[config.mk]
export PLATFORM = sky130hd
export DESIGN_NAME = flag_stack
export DESIGN_NICKNAME = d
export VERILOG_FILES = /design/src/rtl/flag_stack.sv
export SDC_FILE = /design/constraint.sdc
export NUM_CORES = 1
export LEC_CHECK = 0
export CORE_ASPECT_RATIO = 1.2
export CORE_MARGIN = 2
export CORE_UTILIZATION = 40
export CTS_CLUSTER_SIZE = 14
export DETAILED_ROUTE_END_ITERATION = 8
export HOLD_SLACK_MARGIN = 0.05
export PLACE_DENSITY = 0.74
export SYNTH_ARGS = -nofsm -noshare
export SYNTH_HDL_FRONTEND = slang
export SYNTH_SLANG_ARGS = --single-unit
[constraint.sdc]
create_clock -name clk4 -period 2.7 [get_ports clk4]
set_clock_uncertainty 0.05 [all_clocks]
set_input_delay 0.27 -clock clk4 [delete_from_list [all_inputs] [get_ports clk4]]
set_output_delay 0.27 -clock clk4 [all_outputs]
set_load 0.03 [all_outputs]
[src/rtl/flag_stack.sv]
// Flag save/restore LIFO for interrupt entry/return: pushes {N,Z,V,L,I},
// and on pop drives the saved word to IBUS[15:11] with a one-cycle nflagwe strobe.
module flag_stack #(
  parameter int unsigned DEPTH = 4,
  parameter int unsigned CW    = 3
) (
  input  logic          clk4,
  input  logic          nreset,
  input  logic          push,
  input  logic          pop,
  input  logic          fn,
  input  logic          fz,
  input  logic          fv,
  input  logic          fl,
  input  logic          fi,
  output logic [4:0]    ibus_flags,
  output logic          ibus_oe,
  output logic          nflagwe,
  output logic [CW-1:0] count,
  output logic          empty,
  output logic          full,
  output logic          err
);

  localparam int unsigned AW = (DEPTH > 1) ? $clog2(DEPTH) : 1;

  typedef enum logic {IDLE, RESTORE} state_t;

  state_t        state_q, state_d;
  logic [4:0]    mem [DEPTH];
  logic [4:0]    cur;
  logic [CW-1:0] sp_d;
  logic [AW-1:0] top_idx;
  logic [AW-1:0] wr_idx;
  logic          wr_en;
  logic          do_pop;
  logic          err_d;
  logic [4:0]    flags_d;
  logic          oe_d;
  logic          we_n_d;
  logic          is_empty;
  logic          is_full;

  assign cur      = {fn, fz, fv, fl, fi};
  assign is_empty = (count == '0);
  assign is_full  = (count == CW'(DEPTH));
  assign top_idx  = AW'(count - CW'(1));

  // Next-state and registered-output decode
  always_comb begin
    state_d = IDLE;
    sp_d    = count;
    wr_en   = 1'b0;
    wr_idx  = AW'(count);
    err_d   = err;
    flags_d = ibus_flags;
    oe_d    = 1'b0;
    we_n_d  = 1'b1;
    do_pop  = pop && (state_q == IDLE) && !is_empty;

    if (pop && !do_pop) begin
      err_d = 1'b1;
    end

    if (do_pop) begin
      flags_d = mem[top_idx];
      oe_d    = 1'b1;
      we_n_d  = 1'b0;
      state_d = RESTORE;
      // Swap: restore the top entry, then overwrite it with the current flags
      if (push) begin
        wr_en  = 1'b1;
        wr_idx = top_idx;
      end else begin
        sp_d = count - CW'(1);
      end
    end else if (push) begin
      if (is_full) begin
        err_d = 1'b1;
      end else begin
        wr_en = 1'b1;
        sp_d  = count + CW'(1);
      end
    end
  end

  always_ff @(posedge clk4) begin
    if (nreset) begin
      state_q    <= IDLE;
      count      <= '0;
      empty      <= 1'b1;
      full       <= 1'b0;
      err        <= 1'b0;
      ibus_flags <= '0;
      ibus_oe    <= 1'b0;
      nflagwe    <= 1'b1;
    end else begin
      state_q    <= state_d;
      count      <= sp_d;
      empty      <= (sp_d == '0);
      full       <= (sp_d == CW'(DEPTH));
      err        <= err_d;
      ibus_flags <= flags_d;
      ibus_oe    <= oe_d;
      nflagwe    <= we_n_d;
    end
  end

  // Storage has no reset; contents are meaningless while sp is 0
  always_ff @(posedge clk4) begin
    if (!nreset && wr_en) begin
      mem[wr_idx] <= cur;
    end
  end

endmodule

---- After elaboration in Yosys (flattened, before gate mapping) ----
Memory sizes are Yosys's and may differ from the RTL's. A register that Yosys moved wholly into a read port is not among the register bits.
Cells that the tools add are included.
word-level totals
  register bits after elaboration ......... 8
  memory bits (writable) .................. 20
  bits of input ports ..................... 9
  output and inout bits ................... 13
  logic and storage cells ................. 39
  memories ................................ 1
memories
  memory  depth  bits a word  read ports  clocked after memory_dff  wr ports  line  text
  mem     4      5            1           1                         1         30    logic [4:0] mem [DEPTH];
operators by class
  $add $sub $neg .......................... 2
  equality and inequality tests ........... 2
  multiplexer cells ....................... 18
  bitwise gates (word level) .............. 1
  reductions and logical operators ........ 9
operator list
  cell                                                                count
  1-bit two-way mux                                                   12
  3-bit two-way mux                                                   4
  3-bit == test, second input constant                                2
  3-bit logical NOT                                                   2
  1-bit logical AND                                                   4
  2-bit two-way mux                                                   2
  3-bit by 1-bit adder with 3-bit output, second input constant       1
  1-bit logical NOT                                                   3
  3-bit by 1-bit subtractor with 3-bit output, second input constant  1
  1-bit inverter                                                      1

---- Depth between registers and ports, before layout ----
Gate-level depths: netlist of the first run.
  depth after elaboration ................. 9
  depth in mapped cells ................... 9
  depth with buffers taken out ............ 8

---- Worst setup path after synthesis of the first run ----
OpenSTA, ideal clock, no wires.
  kind .................................... register to register
  start point ............................. reg count[0]
  end point ............................... mem mem[1][0] (enable)
  setup time .............................. 351 ps
  data arrival time ....................... 2,400 ps
  data required time ...................... 2,299 ps
  path slack .............................. -101 ps
  stages on the path, launching flop included .. 8
  path buffers ............................ 2
  clock period less this slack ............ 2,801 ps
  path through ............................ dfxtp_1 > buf_2 > clkinv_1 > ha_1 > clkbuf_1 > inv_1 > or3_1 > a21oi_1
on the way
  word-level cells in the longest chain between the ends .. 7
  elaborated cells on any way between the ends .. 13
  classes of those cells .................. add/sub: 1; eq/ne: 1; mux: 7; reduce/logical: 4
ends and longest elaborated chain
  element                                                 line    text
  start, declared                                         19      output logic [CW-1:0] count,
  start signal, assigned                                  99      count <= sp_d;
  3-bit == test or 3-bit logical NOT (tied branches)      46, 45
  1-bit two-way mux or 1-bit logical NOT (tied branches)  78, 59
  1-bit two-way mux or 1-bit logical AND (tied branches)  77, 59
  1-bit two-way mux                                       65      if (do_pop) begin
  1-bit logical AND                                       111     if (!nreset && wr_en) begin
  1-bit two-way mux                                       111
  1-bit two-way mux (not written as such)                 112     mem[wr_idx] <= cur;
  end, declared                                           30
Parallel ways exist; a longest one is shown, timed or not.

---- Final worst setup path of the first run ----
  start point ............................. reg count[1]
  end point ............................... mem mem[2][3] (enable)
Same word-level chain as after synthesis.

==> reports/metrics.csv, run 1 <==
metric,value,unit
CP endpoint kind,flop,
Comb pwr share,41.0,%
Clock Path Buffers,2,
Reg2Reg Depth,6,
TritonCTS clock tree,done,
Die Y-Extent,69.2,µm
CTS H-tree lvls,2,
"Net Count, Synth",127,
worst min path class,reg -> reg,
area delta synth->final,28.2,%
Worst Path Max Fanout,8,
Hold Crit Depth,2,
Internal,0.00137,W
Clock Pin Slew Worst Setup and Hold Paths,0.07,ns
DRC viols,0,
"Seq/Total Area, Yosys",60.8,%
predominant post-synthesis flop cell,edfxtp_1,
GRT overflow,0,
critical path arrival,2.35,ns
Mean Syn Cell Area,12.3,µm²
number of max-cap violations,0,
power density cells,1140,nW/µm²
Worst Hold End,ibus_flags[4]$_SDFFE_PP0P_,
CTS resizes,0,
drt initial violations,49,
vias in the first global route,946,
setup bufs post-CTS,0,
crit share post-route,91.9,%
Post-Syn Area,1420,µm²
total power,0.00207,W
CP Launch Type,flop,
Max Clock Freq,403,MHz
Die ar.,4030,µm²
crit path kind,reg -> reg,
minimum clock period,2.48,ns
Max rail drop VDD,596,µV
initial core utilization,42.1,%
ant diodes,0,
DR pass1 iterations,4,
Slew headroom,62.4,%
RSZ-0062 raised after global routing,false,
largest net degree at the start of global routing,13,
Vias,966,
first-pass GRT wire length,4390,µm
clock share of power,26.0,%
Detail Placement HPWL,1910,µm
initial antenna violation count,0,
setup TNS,0,ns
worst flop-to-flop path endpoint,mem[2][3]$_DFFE_PP_,
Hold Startpoint,ibus_flags[4]$_SDFFE_PP0P_,
Die X,58.3,µm
Required @ worst endpoint,2.57,ns
design area,1820,µm²
Buffers on Ports,21,
Final Max Tran Viols,0,
post-synthesis cell type count,29,
# clock sinks,33,
core area,3370,µm²
CTS hold repair buffers,0,
final antenna-violating net count,0,
Multi-input gate area,523,µm²
sw frac,34.1,%
Via density,5.37,
Non-Filler Instances,180,
fillcell total,287,
post-synthesis register bit count,33,
Routability Congestion,0.746,
Leakage,0.622,nW
ratio of cells with drive above 1 in the final layout,18.2,%
Hold Fails Final Rpt,0,
"Async S/R FF share, synth",0,%
IO Pins,22,
fin nets,154,
synth warn,0,
clock root cell,clkbuf_8,
placed cell count,172,
r2r setup slk,0.22,ns
status,completed,
final setup violation count,0,
clk_lat worst skew,0.28,ns
Placed Area,1680,µm²
sequential power share,32.9,%
CTS buffer count,5,
FF+latch area,861,µm²
total wire length,2630,µm
Tightest Pin Transition,0.564,ns
NetSw,0.000706,W
GRT Total Usage,14.5,%
Post-Synthesis Cells,115,
WL/cell,14.6,µm
Worst R2R Start,count[1]$_SDFF_PP0_,
Post-synth EDFFs,20,
Critical path origin,count[1]$_SDFF_PP0_,
FP Rows,23,
state kept, by name, indices dropped and copies added (netlist names):
name / flops
mem: 20
ibus_flags: 5
count: 3
empty: 1
err: 1
full: 1
nflagwe: 1
state_q: 1
per-stage QoR:
stage	utilization (%)	setup slack, ns	hold WS [ns]
6_report	53.9	0.219	0.407
4_1_cts	53.9	0.258	0.413
5_1_grt	53.9	0.104	0.435
3_5_place_dp	49.9	0.248	0.404
2_1_floorplan	-	0.00188	0.319
3_3_place_gp	49.9	0.350	0.396
cell usage in the layout (no fill, tap or decap), types with 2 or more instances in the layout:
| master | instances |
|---|---|
| inv_1 | 4 |
| o21ai_0 | 2 |
| dfxtp_1 | 13 |
| nand3_1 | 7 |
| buf_4 | 3 |
| bufinv_16 | 2 |
| clkdlybuf4s50_1 | 21 |
| mux4_2 | 5 |
| clkbuf_8 | 5 |
| nand2_1 | 10 |
| and3_1 | 2 |
| or3_1 | 2 |
| ha_1 | 3 |
| nor3_1 | 5 |
| nor2_1 | 9 |
| xnor2_1 | 2 |
| edfxtp_1 | 20 |
| nand2b_2 | 2 |
| a21oi_1 | 9 |
| nor2b_1 | 2 |
| a31oi_1 | 3 |
cells by family after synthesis:
logic type,after synthesis,share of synthesized area [%]
AO/OA/AOI/OAI,17,6.98
XOR/XNOR,2,1.24
adder cells (fa/ha/maj),3,2.65
buffers and inverters,9,2.56
flip-flops,33,60.8
multiplexers,6,8.75
AND/OR/NAND/NOR,45,17.0
synthesized netlist by cell type (all sizes together), types with 2 or more instances:
cell / number / area share (%)
edfxtp: 20 / 42
dfxtp: 13 / 18
nand2: 11 / 3.1
a21oi: 10 / 3.5
nor2: 10 / 3.2
nand3: 7 / 2.5
nor3: 6 / 2.5
mux4: 5 / 8.0
inv: 4 / 1.1
a31oi: 3 / 1.3
ha: 3 / 2.7
o21ai: 3 / 1.3
and2b: 2 / 1.3
and3: 2 / 0.88
buf: 2 / 0.71
clkbuf: 2 / 0.53
nand2b: 2 / 1.2
nor2b: 2 / 0.88
or3: 2 / 0.88
xnor2: 2 / 1.2
worst max-delay path: stages, from the launching register on:
cell	delay (ns)
dfxtp_1	0.44
inv_1	0.15
ha_1	0.28
nand2b_2	0.12
nand3_1	0.23
or3_1	0.38
a21oi_1	0.46
worst max-delay path by stage:
stage,to,depth (start not counted)
6_report,mem[2][3]$_DFFE_PP_,6
3_3_place_gp,mem[2][0]$_DFFE_PP_,5
2_1_floorplan,mem[1][0]$_DFFE_PP_,7
4_1_cts,mem[2][2]$_DFFE_PP_,6
5_1_grt,mem[2][3]$_DFFE_PP_,6
3_5_place_dp,mem[2][1]$_DFFE_PP_,5
final cells by class:
type,count,area share (%)
timing repair buffer,24,12.8
inverter,5,1.03
tap,37,2.55
clock buffer,5,3.79
sequential,33,47.4
clock inverter,3,3.58
multi-input combinational,73,28.8
routing by layer:
metal | routed length, µm | global-route usage [%] | share of wire [%]
met1 | 1090 | 17.0 | 42
met2 | 1290 | 23.5 | 49
met3 | 182 | 5.22 | 6.9
met4 | 58 | 6.46 | 2.2
met5 | 0 | 0 | 0
power groups by stage:
stage	clock (W)	combinational (W)	sequential [W]
finish	0.000539	0.000850	0.000682
global route	0.000573	0.000925	0.000694
CTS	0.000552	0.000853	0.000683
detailed placement	0	0.000851	0.000694
global placement	0	0.000829	0.000687
floorplan	0	0.000474	0.000815
Note: power is estimated with default switching activity, not from simulation.
==> inputs of run 2 (changes only) <==
- CORE_UTILIZATION: 40 -> 47
- PLACE_DENSITY: 0.74 -> 0.83
==> reports/metrics.csv, run 2 (synthesis gave the netlist of run 1 again) <==
metric,value,unit,change
clock root cell,clkbuf_4,,
Die X,54.1,µm,-7.2%
most frequent cells in the layout,"clkdlybuf4s50_1, edfxtp_1, dfxtp_1, nand2_1",,
critical path arrival,2.23,ns,-0.12 ns
Internal,0.00110,W,-19%
Hold Fails Final Rpt,0,,unchanged
Detail Placement HPWL,1880,µm,-1.7%
placed cell count,170,,-1.2%
clock share of power,14.1,%,-12 points
sw frac,38.2,%,+4.1 points
max reg flops,20,,unchanged
NetSw,0.000682,W,-3.3%
"Buf+Inv Stages, Crit Path",1,,unchanged
Leakage,0.591,nW,-5.1%
"Largest stage delay, worst path",0.41,ns,-0.05 ns
GRT Total Usage,17.8,%,+3.3 points
IO Pins,22,,unchanged
CTS H-tree lvls,2,,unchanged
setup bufs post-CTS,0,,unchanged
Multi-input gate area,523,µm²,unchanged
fillcell total,223,,-22%
Placed Area,1690,µm²,+0.22%
Max rail drop VDD,497,µV,-17%
CP Launch Type,flop,,
CTS resizes,0,,unchanged
final setup violation count,0,,unchanged
vias in the first global route,904,,-4.4%
initial core utilization,49.9,%,+7.8 points
Slew headroom,64.4,%,+2.0 points
Tightest Pin Transition,0.532,ns,-0.0321 ns
ant diodes,0,,unchanged
FP Rows,21,,-8.7%
Final Max Tran Viols,0,,unchanged
sequential power share,38.1,%,+5.2 points
Slowest cell on crit path,dfxtp_1,,
minimum clock period,2.31,ns,-0.175 ns
clk_lat worst skew,0.32,ns,+0.04 ns
"commonest non-fill, non-tap cell in the layout",clkdlybuf4s50_1,,
DR pass1 iterations,4,,unchanged
crit share post-route,85.4,%,-6.5 points
Clock Pin Slew Worst Setup and Hold Paths,0.10,ns,+0.03 ns
CTS hold repair buffers,0,,unchanged
Comb pwr share,47.8,%,+6.8 points
initial antenna violation count,0,,unchanged
first-pass GRT wire length,4260,µm,-3.0%
area delta synth->final,22.6,%,
crit-path leading delay family,simple AND/OR/NAND/NOR gates,,
Layout Utilization,61.2,%,+7.3 points
worst-path cell chain,"inv_1, ha_1, nand2b_2, nand3_1, or3_1, a21oi_1",,
number of max-cap violations,0,,unchanged
design area,1740,µm²,-4.3%
r2r setup slk,0.39,ns,+0.18 ns
drt initial violations,25,,-49%
TritonCTS clock tree,done,,
WL/cell,14.5,µm,-0.38%
Reg with most FFs,mem,,
biggest registers after layout,"mem: 20 flops, ibus_flags: 5 flops, count: 3 flops",,
Die ar.,3470,µm²,-14%
CP endpoint kind,flop,,
Required @ worst endpoint,2.62,ns,+0.05 ns
Hold WS,0.410,ns,+0.00330 ns
Routability Congestion,0.771,,+3.3%
Clock Path Buffers,2,,unchanged
Via density,5.46,,+1.8%
GRT overflow,0,,unchanged
DRC viols,0,,unchanged
final antenna-violating net count,0,,unchanged
power density cells,1030,nW/µm²,-9.8%
status,completed,,
ratio of cells with drive above 1 in the final layout,18.1,%,-0.13 points
# clock sinks,33,,unchanged
Worst Path Max Fanout,8,,unchanged
Vias,972,,+0.62%
Non-Filler Instances,178,,-1.1%
Buffers on Ports,21,,unchanged
Die Y-Extent,64.1,µm,-7.3%
worst min path class,reg -> reg,,
FF+latch area,861,µm²,unchanged
crit path kind,reg -> reg,,
total wire length,2590,µm,-1.5%
core area,2840,µm²,-16%
largest net degree at the start of global routing,13,,unchanged
Max Clock Freq,434,MHz,+7.6%
setup TNS,0,ns,unchanged
CTS buffer count,5,,unchanged
RSZ-0062 raised after global routing,false,,
fin nets,155,,+0.65%
[run 2: cell types whose count changed in the layout (fill, tap and decap cells not counted)]
| cell | change |
|---|---|
| clkbuf_4 | +5 |
| clkbuf_8 | -5 |
| bufinv_16 | -2 |
| buf_4 | +1 |
| clkbuf_1 | +1 |
| clkinv_2 | +1 |
[run 2: metal layers]
metal  part of all wire, %  track usage (%)  up-vias
li1                      -                -      475
met1                    43             21.1      460
met2                    50             27.3       32
met3                   5.0             7.01        5
met4                   1.9             9.38        0
met5                     0                0        -
[run 2: worst min-delay path, stage by stage, from the launching register on]
cell and delay (ns):
dfxtp_1 0.32, nand2_1 0.05, a21oi_1 0.05
[run 2: worst paths after layout]
| kind | depth (start not counted) | start | end |
|---|---|---|---|
| hold / removal | 2 | ibus_flags[1]$_SDFFE_PP0P_ | ibus_flags[1]$_SDFFE_PP0P_ |
| hold reg to reg | 2 | ibus_flags[1]$_SDFFE_PP0P_ | ibus_flags[1]$_SDFFE_PP0P_ |
| setup reg to reg | 6 | count[1]$_SDFF_PP0_ | mem[2][2]$_DFFE_PP_ |
| setup / recovery | 6 | count[1]$_SDFF_PP0_ | mem[2][2]$_DFFE_PP_ |
[run 2: area by class of cell]
type                            count  area share (%)
Inverter                            5            1.08
Tap cell                           34            2.45
Clock inverter                      2           0.576
Timing Repair Buffer               25            13.8
Multi-Input combinational cell     73            30.1
Sequential cell                    33            49.6
Clock buffer                        6            2.38
[run 2: power groups by stage]
stage | Sequential [W] | Clock (W) | Combinational [W]
final | 0.000680 | 0.000253 | 0.000854
after global routing | 0.000689 | 0.000290 | 0.000942
after CTS | 0.000682 | 0.000263 | 0.000861
after detailed placement | 0.000694 | 0 | 0.000859
after global placement | 0.000687 | 0 | 0.000840
after floorplan | 0.000815 | 0 | 0.000474
[run 2: through the flow]
step	total power, W	worst slack [ns]
3_5_place_dp	0.00155	0.325
6_report	0.00179	0.394
3_3_place_gp	0.00153	0.367
2_1_floorplan	0.00129	0.00188
5_1_grt	0.00192	0.190
4_1_cts	0.00181	0.389
==> inputs of run 3 (changes only) <==
- GPL_ROUTABILITY_DRIVEN: default -> 0
- SLEW_MARGIN: default -> 30
==> results of run 3 <==
No change in the layout: final DEF, timing and power equal those of run 2.
